==> src/rtl/div_pkg.sv <==
// Shared execute-stage definitions for the divider: FSM state encodings,
// request levels and result-ready levels.
package div_pkg;

  typedef enum logic [1:0] {
    DivFree   = 2'b00,
    DivByZero = 2'b01,
    DivOn     = 2'b10,
    DivEnd    = 2'b11
  } div_state_e;

  localparam logic DivStart          = 1'b1;
  localparam logic DivStop           = 1'b0;
  localparam logic DivResultReady    = 1'b1;
  localparam logic DivResultNotReady = 1'b0;

endpackage

==> src/rtl/div.sv <==
// Multi-cycle restoring radix-2 divider for the execute stage.
// Operands are captured as magnitudes on the accepting edge, WIDTH trial
// subtractions follow, then the signs are applied and {remainder, quotient}
// is held in END until the execute stage drops its request.
module div
  import div_pkg::*;
#(
  parameter int WIDTH = 32
) (
  input  logic               clk,
  input  logic               rst,
  input  logic               signed_div_i,
  input  logic [WIDTH-1:0]   opdata1_i,
  input  logic [WIDTH-1:0]   opdata2_i,
  input  logic               start_i,
  input  logic               annul_i,
  output logic [2*WIDTH-1:0] result_o,
  output logic               ready_o
);

  localparam int CW = $clog2(WIDTH) + 1;

  div_state_e         state_reg, state_next;
  logic [WIDTH-1:0]   dividend_reg, dividend_next;  // shifts quotient bits in at the bottom
  logic [WIDTH-1:0]   divisor_reg, divisor_next;
  logic [WIDTH-1:0]   rem_reg, rem_next;            // partial remainder
  logic [CW-1:0]      cnt_reg, cnt_next;
  logic               neg_q_reg, neg_q_next;
  logic               neg_r_reg, neg_r_next;
  logic [2*WIDTH-1:0] result_reg, result_next;
  logic               ready_reg, ready_next;

  logic [WIDTH-1:0]   abs1, abs2;
  logic [WIDTH:0]     partial;
  logic [WIDTH:0]     trial;
  logic [WIDTH-1:0]   quot_fix, rem_fix;

  // Magnitudes of the operands; -0x80000000 wraps to 0x80000000, which is
  // the correct unsigned magnitude, so the overflow case needs no trap.
  assign abs1 = (signed_div_i && opdata1_i[WIDTH-1]) ? -opdata1_i : opdata1_i;
  assign abs2 = (signed_div_i && opdata2_i[WIDTH-1]) ? -opdata2_i : opdata2_i;

  // Trial subtract: since rem < divisor, the (WIDTH+1)-bit difference has
  // its top bit set exactly when the divisor does not fit.
  assign partial  = {rem_reg, dividend_reg[WIDTH-1]};
  assign trial    = partial - {1'b0, divisor_reg};
  assign quot_fix = neg_q_reg ? -dividend_reg : dividend_reg;
  assign rem_fix  = neg_r_reg ? -rem_reg : rem_reg;

  // Next-state, datapath and output decode
  always_comb begin
    state_next    = state_reg;
    dividend_next = dividend_reg;
    divisor_next  = divisor_reg;
    rem_next      = rem_reg;
    cnt_next      = cnt_reg;
    neg_q_next    = neg_q_reg;
    neg_r_next    = neg_r_reg;
    result_next   = '0;
    ready_next    = DivResultNotReady;
    case (state_reg)
      DivFree: begin
        if (start_i == DivStart && !annul_i) begin
          cnt_next = '0;
          if (opdata2_i == '0) begin
            state_next = DivByZero;
          end else begin
            state_next    = DivOn;
            dividend_next = abs1;
            divisor_next  = abs2;
            rem_next      = '0;
            neg_q_next    = signed_div_i && (opdata1_i[WIDTH-1] ^ opdata2_i[WIDTH-1]);
            neg_r_next    = signed_div_i && opdata1_i[WIDTH-1];
          end
        end
      end
      DivByZero: begin
        // Dwells two edges so a zero divide reports two edges after acceptance
        if (annul_i) begin
          state_next = DivFree;
        end else if (cnt_reg == '0) begin
          cnt_next = CW'(1);
        end else begin
          state_next = DivEnd;
          ready_next = DivResultReady;
        end
      end
      DivOn: begin
        if (annul_i) begin
          state_next = DivFree;
        end else if (cnt_reg == CW'(WIDTH)) begin
          state_next  = DivEnd;
          result_next = {rem_fix, quot_fix};
          ready_next  = DivResultReady;
        end else begin
          cnt_next = cnt_reg + CW'(1);
          if (!trial[WIDTH]) begin
            rem_next      = trial[WIDTH-1:0];
            dividend_next = {dividend_reg[WIDTH-2:0], 1'b1};
          end else begin
            rem_next      = partial[WIDTH-1:0];
            dividend_next = {dividend_reg[WIDTH-2:0], 1'b0};
          end
        end
      end
      DivEnd: begin
        if (start_i == DivStop) begin
          state_next = DivFree;
        end else begin
          result_next = result_reg;
          ready_next  = DivResultReady;
        end
      end
      default: state_next = DivFree;
    endcase
  end

  // State and datapath registers, cleared immediately by rst
  always_ff @(posedge clk or posedge rst) begin
    if (rst) begin
      state_reg    <= DivFree;
      dividend_reg <= '0;
      divisor_reg  <= '0;
      rem_reg      <= '0;
      cnt_reg      <= '0;
      neg_q_reg    <= 1'b0;
      neg_r_reg    <= 1'b0;
      result_reg   <= '0;
      ready_reg    <= DivResultNotReady;
    end else begin
      state_reg    <= state_next;
      dividend_reg <= dividend_next;
      divisor_reg  <= divisor_next;
      rem_reg      <= rem_next;
      cnt_reg      <= cnt_next;
      neg_q_reg    <= neg_q_next;
      neg_r_reg    <= neg_r_next;
      result_reg   <= result_next;
      ready_reg    <= ready_next;
    end
  end

  assign result_o = result_reg;
  assign ready_o  = ready_reg;

endmodule

==> config.mk <==
export PLATFORM = sky130hd
export DESIGN_NAME = div
export DESIGN_NICKNAME = d
export VERILOG_FILES = /design/src/rtl/div_pkg.sv /design/src/rtl/div.sv
export SDC_FILE = /design/constraint.sdc
export NUM_CORES = 1
export LEC_CHECK = 0
export ABC_AREA = 1
export ABC_CLOCK_PERIOD_IN_PS = 17900
export BUFFER_PORTS_ARGS = -buffer_cell sky130_fd_sc_hd__buf_2
export CAP_MARGIN = 20
export CORE_MARGIN = 2
export CORE_UTILIZATION = 55
export DETAILED_ROUTE_END_ITERATION = 12
export HOLD_SLACK_MARGIN = 0.1
export PLACE_DENSITY = 0.75
export SLEW_MARGIN = 20
export SYNTH_ARGS = -nofsm -noshare
export SYNTH_HDL_FRONTEND = slang
export SYNTH_SLANG_ARGS = --single-unit
==> constraint.sdc <==
create_clock -name clk -period 17.9 [get_ports clk]
set_clock_uncertainty 0.1 [all_clocks]
set_input_delay 3.58 -clock clk [delete_from_list [all_inputs] [get_ports clk]]
set_output_delay 3.58 -clock clk [all_outputs]
set_load 0.02 [all_outputs]
==> summary.md <==
| Metric | Value |
|---|---|
| Crit-path max cell delay | 0.72 ns |
| Max reg flops | 64 |
| Leak | 8.24 nW |
| Max Clock Freq | 177 MHz |
| Initial Utilization | 0.563 |
| Largest net degree at the start of global routing | 99 |
| PD cells | 196 nW/um^2 |
| Critical path launch point type | primary input |
| Most frequent CP cell | nand2_1 |
| Root buf cell | clkbuf_16 |
| Post-CTS sizing | 0 |
| Worst IR Drop VDD | 0.000142 V |
| Crit path kind | in -> reg |
| GRT Overall Usage | 0.325 |
| DRC | 0 |
| Core Region | 24400 sq um |
| H-tree depth | 4 |
| Fin nets | 2399 |
| Combinational share of power | 0.660 |
| Status | finished clean |
| Crit-path cells | buf_2, inv_1, ha_1, nand3_1, nor2_1, nand2_1, nor2_4, nor3_4, inv_2, nand2_1, o21ai_1 |
| Unrepaired setup endpoints after global routing | no |
| Via count | 14434 |
| Worst Path Required | 18.10 ns |
| GPL Wtd Cong | 0.961 |
| CP max stage cell | nor3_4 |
| Number of setup violations in the final report | 0 |
| Post-synth top cells | nand2_1, inv_1, nand3_1 |
| I/O Buffers | 133 |
| Vias in the first global route | 12870 |
| Max Root-Sink Buffers | 2 |
| Clock power share | 0.123 |
| Share of the synthesized area in the top cell type | 0.311 |
| Vias/cell | 5.50 |
| Worst Hold Path Cells | 2 |
| Hold Vio Cnt, Final | 0 |
| Buf/Inv on CP | 3 |
| CP Capture Type | flop |
| Post-Synthesis Cells | 2189 |
| CP max FO | 42 |
| Worst-path clk slew | 0.07 ns |
| Yosys cell types | 55 |
| Die ar. | 26300 sq um |
| Clock buffer count from CTS | 17 |
| Yosys top cell by area | dfrtp_1 |
| Min Tclk post-route | 5.64 ns |
| Max_cap viols | 0 |
| DIE WIDTH | 162 um |
| Worst EP arrival | 5.84 ns |
| Post-Syn Area | 13700 sq um |
| End of the worst hold path | result_o[5] |
| First-pass GRT wire length | 67.6 mm |
| Floorplan die height | 162 um |
| CTS tree | built |
| Worst R2R Path Depth | 11 |
| GRT Residual Overflow | 0 |
| Share of cells above drive strength 1 | 0.0988 |
| Setup Fix Bufs, Post-CTS | 0 |
| Most instantiated library cell after synthesis | nand2_1 |
| Switching Fraction | 0.567 |
| Top Ports | 134 |
| TritonRoute pass-1 iters | 6 |
| Clk_lat worst skew | 0.44 ns |
| Clock Sinks | 171 |
| Hold-fix buffers, CTS | 0 |
| Top post-synthesis cells by area | dfrtp_1, nand2_1, inv_1, nand3_1, nor2_1 |
| Max-slew violations | 0 |
| Syn Nets | 2303 |
| Area grow syn2layout | 10.1% |
| Final Routed Wirelength | 42.1 mm |
| Per-cell routed wire length | 16.0 um |
| Max-slew headroom | 0.371 |
| Syn Area/Cell | 6.28 sq um |
| Final Cycle Share | 0.315 |
| Setup slack, reg-to-reg | 14.47 ns |
| Min-delay src | result_o[5] |
| WHS | 0.377 ns |
| Final ANT Viol Nets | 0 |
| Synth Flop Type | dfrtp_1 |
| Yosys reg bits | 171 |
| Register area share after synthesis | 0.311 |
| Hold crit path type | reg -> reg |
| R2r startpoint | state_reg[0] |
| P_int | 1.29 mW |
| Setup_tns | 0 ns |
| Worst slew pin tran | 0.940 ns |
| Antenna diode count | 0 |
| Post-synth EDFFs | 0 |
| Post-synth ARST share | 1.00 |
| # rows | 57 |
| Largest delay contributor family on the critical path | simple AND/OR/NAND/NOR gates |
| Reg-to-Reg End | rem_reg[11] |
| Net Sw Power | 1.69 mW |
| Fin util | 0.620 |
| Synthesis warning total | 0 |
| Initial antenna violation count | 0 |
| Sequential share of power | 0.217 |
| HPWL Detailed | 32.5 mm |
| Initial DRC Count | 1632 |
[worst register-to-register path, delay by kind of cell, from the launching register on]
family / cells / cell delay [ns]
flops: 1 / 0.44
buf+inv: 5 / 1.57
fa+ha+maj: 1 / 0.58
simple gates: 4 / 0.35
compound gates: 1 / 0.30
[layout by cell type, fill, tap and decap left out, types with 4 or more instances in the layout]
cell type and instances:
buf_4 9, a21oi_1 82, xor2_1 41, nor4_1 4, nor2_1 191, nor3_1 32, nand3_1 223, nand3b_1 4
nand2_1 710, inv_1 324, inv_2 6, nor2_2 7, nand4_1 27, xnor2_1 16, ha_1 43, o21ai_0 135
o31ai_1 5, a22o_1 4, dfrtp_1 171, clkbuf_16 17, o211ai_1 12, inv_6 6, nand2_2 17, o21ai_1 20
o21bai_1 6, buf_2 133, nand2_4 4
[how the worst max path moves through the flow]
stage,startpoint,end,slack (ns),depth (start not counted)
final,opdata2_i[0],divisor_reg[5],12.26,11
after global routing,opdata2_i[0],divisor_reg[14],12.01,11
after CTS,opdata2_i[0],divisor_reg[5],12.28,11
after detailed placement,opdata2_i[0],divisor_reg[14],11.82,11
after global placement,opdata2_i[0],divisor_reg[26],11.89,11
after floorplan,rst,cnt_reg[0],9.59,1
[cells by family after synthesis]
| kind of cell | share of synthesized area |
|---|---|
| flip-flops | 0.311 |
| buffers and inverters | 0.115 |
| AO/OA/AOI/OAI | 0.112 |
| XOR/XNOR | 0.0363 |
| adder cells (fa/ha/maj) | 0.0415 |
| AND/OR/NAND/NOR | 0.383 |
[layer usage]
metal  share of wire  track usage
met1            0.47        0.505
met2            0.43        0.485
met3           0.088       0.0467
met4           0.012       0.0579
met5               0            0
[power by group through the flow]
stage / Sequential, mW / Combinational, mW / Clock [mW]
floorplan: 0.587 / 1.53 / 0
global route: 0.659 / 2.23 / 0.385
global placement: 0.641 / 1.88 / 0
detailed placement: 0.645 / 1.92 / 0
CTS: 0.639 / 1.93 / 0.368
finish: 0.646 / 1.96 / 0.365
[final cells by class]
type / instances / area (sq um)
inverters: 332 / 1250
clock buffers: 17 / 425
multi-input cells: 1621 / 7880
repair buffers: 142 / 733
clock inverters: 15 / 154
fillers: 2385 / 9260
well taps: 324 / 405
flip-flops and latches: 171 / 4280
[metrics by stage]
step	area (sq um)	power (mW)	worst slack, ns	cells
5_1_grt	15100	3.27	12.01	2622
3_3_place_gp	14600	2.53	11.89	2590
4_1_cts	15100	2.94	12.28	2622
6_report	15100	2.97	12.26	2622
2_1_floorplan	13700	2.11	9.59	2189
3_5_place_dp	14600	2.56	11.82	2590
(Power assumes the default switching activity.)
